`config.mk`:
```
export PLATFORM = sky130hd
export DESIGN_NAME = uart_tx_scheduler
export DESIGN_NICKNAME = d
export VERILOG_FILES = /design/src/rtl/uart_tx_scheduler.sv
export SDC_FILE = /design/constraint.sdc
export NUM_CORES = 1
export LEC_CHECK = 0
export BUFFER_PORTS_ARGS = -buffer_cell sky130_fd_sc_hd__buf_4
export CAP_MARGIN = 20
export CORE_AREA = 2 2 49 69
export CTS_CLUSTER_DIAMETER = 30
export DETAILED_ROUTE_END_ITERATION = 7
export DIE_AREA = 0 0 51 71
export GPL_ROUTABILITY_DRIVEN = 0
export PLACE_DENSITY = 0.92
export SLEW_MARGIN = 20
export SYNTH_ARGS = -nofsm -noshare
export SYNTH_HDL_FRONTEND = slang
export SYNTH_SLANG_ARGS = --single-unit
export TNS_END_PERCENT = 20
```
`constraint.sdc`:
```
create_clock -name i_clk -period 5.7 [get_ports i_clk]
set_input_delay 0.285 -clock i_clk [delete_from_list [all_inputs] [get_ports i_clk]]
set_output_delay 0.285 -clock i_clk [all_outputs]
set_load 0.1 [all_outputs]
```
`src/rtl/uart_tx_scheduler.sv`:
```
// rtl/uart_tx_scheduler.sv - round-robin scheduler sharing one UART TX among N_REQ byte producers
module uart_tx_scheduler #(
    parameter int N_REQ     = 4,
    parameter int DATA_W    = 8,
    parameter int GAP_TICKS = 16
) (
    input  logic                      i_clk,
    input  logic                      i_reset_n,
    input  logic                      i_tick,
    input  logic [N_REQ-1:0]          i_req_valid,
    input  logic [N_REQ*DATA_W-1:0]   i_req_data,
    output logic [N_REQ-1:0]          o_req_ready,
    output logic                      o_tx_start,
    output logic [DATA_W-1:0]         o_tx_data,
    input  logic                      i_tx_done,
    output logic                      o_busy,
    output logic [$clog2(N_REQ)-1:0]  o_grant_id
);

    localparam int ID_W  = $clog2(N_REQ);
    localparam int GAP_W = (GAP_TICKS > 0) ? $clog2(GAP_TICKS + 1) : 1;
    localparam logic [GAP_W-1:0] GAP_LAST = (GAP_TICKS > 0) ? GAP_W'(GAP_TICKS - 1) : '0;

    localparam logic [1:0] ST_IDLE      = 2'd0;
    localparam logic [1:0] ST_START     = 2'd1;
    localparam logic [1:0] ST_WAIT_DONE = 2'd2;
    localparam logic [1:0] ST_GAP       = 2'd3;

    logic [1:0]        state;
    logic [ID_W-1:0]   last_grant;
    logic [GAP_W-1:0]  gap_cnt;
    logic              win_found;
    logic [ID_W-1:0]   win_idx;
    logic [ID_W-1:0]   ptr;
    logic [DATA_W-1:0] req_bytes [N_REQ];

    for (genvar k = 0; k < N_REQ; k++) begin : g_unpack
        assign req_bytes[k] = i_req_data[k*DATA_W +: DATA_W];
    end

    // Search starts one past the last grant so a held requester waits its turn.
    always_comb begin
        win_found = 1'b0;
        win_idx   = '0;
        ptr       = last_grant;
        for (int i = 0; i < N_REQ; i++) begin
            ptr = (ptr == ID_W'(N_REQ - 1)) ? '0 : ptr + ID_W'(1);
            if (!win_found && i_req_valid[ptr]) begin
                win_found = 1'b1;
                win_idx   = ptr;
            end
        end
    end

    assign o_req_ready = (i_reset_n && state == ST_IDLE && win_found)
                       ? (N_REQ'(1) << win_idx) : '0;
    assign o_tx_start  = (state == ST_START);
    assign o_busy      = (state != ST_IDLE);

    always_ff @(posedge i_clk or negedge i_reset_n) begin
        if (!i_reset_n) begin
            state      <= ST_IDLE;
            last_grant <= ID_W'(N_REQ - 1);
            gap_cnt    <= '0;
            o_tx_data  <= '0;
            o_grant_id <= '0;
        end else begin
            case (state)
                ST_IDLE: begin
                    if (win_found) begin
                        o_tx_data  <= req_bytes[win_idx];
                        o_grant_id <= win_idx;
                        last_grant <= win_idx;
                        state      <= ST_START;
                    end
                end
                ST_START: state <= ST_WAIT_DONE;
                ST_WAIT_DONE: begin
                    if (i_tx_done) begin
                        gap_cnt <= '0;
                        state   <= (GAP_TICKS == 0) ? ST_IDLE : ST_GAP;
                    end
                end
                ST_GAP: begin
                    if (i_tick) begin
                        // Counter stops at GAP_TICKS on exit, so it never wraps.
                        gap_cnt <= gap_cnt + GAP_W'(1);
                        if (gap_cnt == GAP_LAST)
                            state <= ST_IDLE;
                    end
                end
                default: state <= ST_IDLE;
            endcase
        end
    end

endmodule

```
==> impl_metrics.tcl, run 1 <==
set metrics [dict create \
    syn_nets 205 \
    clock_sinks 19 \
    crit_chain "ha_1 -> nand2_1 -> a211oi_1 -> a211oi_2 -> o21ai_4 -> nor3b_1 -> buf_4" \
    insertion_delay_ns 0.26 \
    synth.area.top_cells "dfrtp_1 27%, mux2i_1 12%, o221ai_2 6.8%" \
    hp-class "primary input to flip-flop" \
    routedWlPerCell_microns 15.79 \
    drtAntennaViolNets 0 \
    via_per_inst 5.747 \
    timing.fmax_ghz 0.3029 \
    cts_resized 0 \
    dr.pass1.iters 4 \
    wl_mm 3.931 \
    avgSynthCellArea_sq_um 9.796 \
    crit_start "last_grant[0]" \
    period_minus_slack_ns 3.302 \
    cts_tree "built" \
    rsz0062_at_grt "no" \
    num_rows 24 \
    fillers 251 \
    cts_buffers 3 \
    grt_overflow 0 \
    die_y_microns 71 \
    grt_usage_pct 22.90 \
    crit_family "compound AO/OA/AOI/OAI gates" \
    grt_first_pass_wirelength_mm 6.368 \
    drt_iter0_markers 31 \
    synth-seq-cells 19 \
    synth_area_sq_um 1548 \
    hold_violations 0 \
    r2r-start "last_grant[0]" \
    nNetsFinal 258 \
    clk_pin_slew_ns 0.07 \
    synth_top_area_cell "dfrtp_1" \
    htreeDepth 1 \
    synth_top_area_share_pct 27.49 \
    cts.path.max_buffers 2 \
    period_share_pct 57.93 \
    synth.distinct_cells 51 \
    crit_type "flip-flop to primary output" \
    ios 56 \
    tns_ns 0 \
    reg2reg_depth 7 \
    drv_cap 0 \
    netlist_instances 158 \
    crit_fanout 20 \
    reg2reg_slack_ns 2.94 \
    core-area_sq_um 3033 \
    synth-edff-count 0 \
    status "finished clean" \
    syn_to_final_growth_pct 29.83 \
    seq_area_frac_synth_pct 30.88 \
    route.detailed.drc 0 \
    diodes 0 \
    cp-endpoint "o_req_ready[2]" \
    grt_max_degree 21 \
    max_stage_delay_ns 0.66 \
    synth_flop_cell "dfrtp_1" \
    port_buffers 55 \
    r2r_end "o_tx_data[3]" \
    ys_warn_count 0 \
    layout-drive-gt1-share_pct 37.62 \
    root_buffer "clkbuf_8" \
    cp_num_cells 7 \
    start_kind "flip-flop" \
    worst_pin_slew_ns 0.7259 \
    dp_hpwl_mm 2.989 \
    async_reset_ff_share_pct 100.0 \
    antenna_found_initial 0 \
    first_global_vias 1454 \
    cp.arrival_ns 3.02 \
    start_util_pct 51.03 \
    crit_slowest_cell "dfstp_2" \
    dieArea_sq_um 3621 \
    cp-end-kind "primary output" \
    dr_total_vias 1431 \
    critPathBufInv 1 \
    relSlewSlack_pct 51.42 \
    drv_slew 0 \
    required_ns 5.41 \
    fin_skew_ns 0.001581 \
    finalSetupViolCount 0 \
    dieWidth_microns 51 \
]
==> registers in the layout (all words and copies together), names as in the netlist <==
register    cells
o_tx_data       8
gap_cnt         5
state           2
last_grant      2
o_grant_id      2
==> Yosys cell counts, drive strengths merged, types with 4 or more instances <==
cell type  instances
a21o               4
a22oi              4
buf                4
dfrtp             17
ha                 7
inv                9
mux2i             19
nand2             18
nand2b             5
nor2               5
nor3               4
o21ai             11
o221ai             7
==> logic make-up (layout without fill, tap and decap cells) <==
kind of cell | count (synthesis) | in the layout | share of synthesized area [%]
AOI/OAI and AO/OA | 45 | 45 | 26.19
xor gates and xnor gates | 1 | 1 | 0.5660
and+or+nand+nor | 49 | 49 | 17.46
adders and majority gates | 7 | 7 | 5.659
DFF | 19 | 19 | 30.88
muxes | 20 | 20 | 13.02
buffers and inverters | 17 | 69 | 6.225
==> through the flow <==
stage	utilization, %	hold WS (ns)	cell area (sq um)	setup slack [ns]	std cells
floorplan	-	-0.01059	1548	1.428	158
global placement	64.19	0.1722	1947	2.475	244
detailed placement	64.19	0.1747	1947	2.400	244
CTS	66.01	0.3505	2002	2.113	249
global route	66.25	0.3739	2009	2.145	249
finish	66.25	0.3512	2009	2.398	249
==> layout by cell type (no fill, tap or decap), types with 2 or more instances in the layout <==
cell type / Yosys / routed
nand2b_1: 4 / 4
ha_1: 7 / 7
o221ai_2: 7 / 7
a21o_1: 4 / 4
nor2b_1: 3 / 3
a22oi_1: 4 / 4
o21a_1: 3 / 3
a22o_1: 3 / 3
o21ai_1: 2 / 2
nor3b_1: 3 / 3
buf_4: 1 / 55
nor3_1: 4 / 4
nand3_1: 3 / 3
nand2_1: 17 / 17
mux2i_1: 19 / 19
inv_1: 8 / 8
o21ai_0: 7 / 7
dfrtp_1: 17 / 17
nor2_1: 4 / 4
dfstp_2: 2 / 2
nor4_1: 2 / 2
a21oi_1: 2 / 2
clkbuf_8: 0 / 3
==> worst min path at each step <==
stage / start / end / slack [ns] / cells after the start
detailed placement: i_reset_n / o_tx_data[0] / 0.17 / 1
global placement: i_reset_n / o_tx_data[4] / 0.17 / 1
finish: i_req_data[30] / o_tx_data[6] / 0.35 / 3
global route: i_req_data[25] / o_tx_data[1] / 0.37 / 3
floorplan: i_reset_n / gap_cnt[0] / -0.01 / 0
CTS: i_req_data[30] / o_tx_data[6] / 0.35 / 3
==> layer usage <==
layer  share of wire, %  track usage [%]  vias up
met5                  0                0        -
met4                2.0            10.51        0
met3                3.6            2.532        8
met2                 57            41.56       36
met1                 37            26.08      693
li1                   -                -      694
==> tightest hold or removal path, cell delays in order <==
cell,delay (ns)
buf_4,0.07
mux2i_1,0.07
o221ai_2,0.14
==> what timing repair did <==
| item | in CTS | in global routing |
|---|---|---|
| hold buffers | 1 | 0 |
| buffers inserted | 0 | 0 |
| hold endpoints to repair | 17 | 0 |
==> cell type report <==
class | instances | area, sq um | area share [%]
inverters | 9 | 33.78 | 1.681
flip-flops and latches | 19 | 478.0 | 23.79
clock buffers | 4 | 45.04 | 2.242
well taps | 39 | 48.80 | 2.428
repair buffers | 56 | 422.9 | 21.05
multi-input cells | 122 | 980.9 | 48.82
Power of run 1 is not shown: default switching activity piles up to over one toggle a cycle in this logic, so the estimate is an artifact.
==> run 2, diff against run 1 <==
Settings changed: CORE_AREA 2 2 49 69 to 2 2 51 71, DIE_AREA 0 0 51 71 to 0 0 53 73, PLACE_DENSITY 0.92 to 0.88.
Clock period 5.7 ns to 3.3 ns, I/O delays scaled along.
==> run 2 against run 1 <==
Net effect: setup slack lost 2.2 ns; worst hold slack lost 0.13 ns; via count shrank 1.5%; critical path depth is the same; first-iteration DRC count shrank 23%; die area grew 6.8%; core utilization shrank 5.0 points; largest cell class unchanged.
==> impl_metrics.tcl, run 2 (synthesized netlist as in run 1, its figures left out) <==
set metrics [dict create \
    status "finished clean" \
    r2r-start "last_grant[0]" \
    dieWidth_microns 53 \
    use_met3_pct 3.074 \
    finalSetupViolCount 0 \
    routedWlPerCell_microns 14.75 \
    hold_violations 0 \
    fin_area_sq_um 2011 \
    clk_pin_slew_ns 0.07 \
    grt.busiest_layer "met2" \
    cts_tree "built" \
    drtAntennaViolNets 0 \
    cts.path.max_buffers 2 \
    timing.fmax_ghz 0.3260 \
    diodes 0 \
    dr.pass1.iters 4 \
    largest_register_ffs 8 \
    hp-class "primary input to flip-flop" \
    route.detailed.drc 0 \
    hp-start "i_req_data[25]" \
    num_rows 25 \
    postCtsSetupBuffers 0 \
    top_register "o_tx_data" \
    drv_slew 0 \
    crit_start "last_grant[0]" \
    reg2reg_slack_ns 0.39 \
    layout-drive-gt1-share_pct 37.91 \
    reg.largest.list "o_tx_data: 8 flops, gap_cnt: 5 flops" \
    required_ns 3.13 \
    htreeDepth 1 \
    reg2reg_depth 8 \
    root_buffer "clkbuf_8" \
    drt_iter0_markers 24 \
    grt_first_pass_wirelength_mm 5.892 \
    relSlewSlack_pct 60.07 \
    rsz0062_at_grt "no" \
    final_cell_mix "56 x buf_4, 19 x mux2i_1, 17 x nand2_1, 17 x dfrtp_1, 8 x inv_1" \
    grt_max_degree 21 \
    dr_total_vias 1410 \
    antenna_found_initial 0 \
    worst_pin_slew_ns 0.5989 \
    clock_sinks 19 \
    port_buffers 55 \
    r2r_end "o_tx_data[2]" \
    final_common_cell "buf_4" \
    nNetsFinal 259 \
    wl_mm 3.702 \
    cp-end-kind "primary output" \
    via_per_inst 5.618 \
    dieArea_sq_um 3869 \
    first_global_vias 1354 \
    grt_usage_pct 20.40 \
    period_share_pct 92.96 \
    dp_hpwl_mm 2.828 \
    syn_to_final_growth_pct 29.91 \
    start_kind "flip-flop" \
    max_stage_delay_ns 0.66 \
    cts_buffers 3 \
    period_minus_slack_ns 3.068 \
    crit_chain "ha_1 -> or3b_1 -> or3_4 -> nand2_1 -> o21bai_4 -> nor3_1 -> buf_4" \
    crit_type "flip-flop to primary output" \
    ios 56 \
    crit_fanout 13 \
    grt_use_met2_pct 37.08 \
    whs_path_depth 3 \
    placed_cell_area_sq_um 1956 \
    whs_endpoint "o_tx_data[1]" \
    drv_cap 0 \
    fin_skew_ns 0.003007 \
    insertion_delay_ns 0.26 \
    start_util_pct 47.12 \
    grt_overflow 0 \
    die_y_microns 73 \
    crit_slowest_cell "dfstp_2" \
    hold_slack_ns 0.2237 \
    grt.met1_usage_pct 23.75 \
    core-area_sq_um 3284 \
    cp.arrival_ns 2.90 \
]
run 2: area by class of cell:
cell class	instances	area [sq um]
multi-input combinational	122	973.4
tap	40	50.05
fill	294	1274
timing repair buffer	57	430.4
sequential	19	478.0
inverter	9	33.78
clock buffer	4	45.04
run 2: worst max path at each step:
stage,end,slack (ns),cells after the start
finish,o_req_ready[3],0.23,7
global route,o_req_ready[0],0.04,7
CTS,o_req_ready[0],0.23,7
detailed placement,o_tx_data[2],0.40,8
global placement,o_tx_data[2],0.53,8
floorplan,o_req_ready[0],-0.85,6
run 2: worst max-delay path, delay by kind of cell, from the launching register on:
| kind | cells | cell delay (ns) |
|---|---|---|
| AOI/OAI and AO/OA | 1 | 0.11 |
| buffers and inverters | 1 | 0.33 |
| and+or+nand+nor | 4 | 1.14 |
| DFF | 1 | 0.66 |
| adders and majority gates | 1 | 0.41 |
run 2: per-stage QoR:
stage | TNS [ns] | util [%] | std cells | setup slack (ns)
2_1_floorplan | -3.046 | - | 158 | -0.8524
3_3_place_gp | 0 | 59.54 | 246 | 0.5349
3_5_place_dp | 0 | 59.54 | 246 | 0.3964
4_1_cts | 0 | 61.22 | 251 | 0.2302
5_1_grt | 0 | 61.22 | 251 | 0.03693
6_report | 0 | 61.22 | 251 | 0.2323
run 2: repair_timing:
action | in CTS | in global routing
hold buffers | 1 | 0
gates resized for setup | 0 | 0
endpoints found under the hold margin | 17 | 0
run 2: routing by layer:
metal	wire, microns	share of wire [%]
met1	1487	40
met2	2030	55
met3	141	3.8
met4	44	1.2
met5	0	0
Power of run 2 is left out for the same reason.
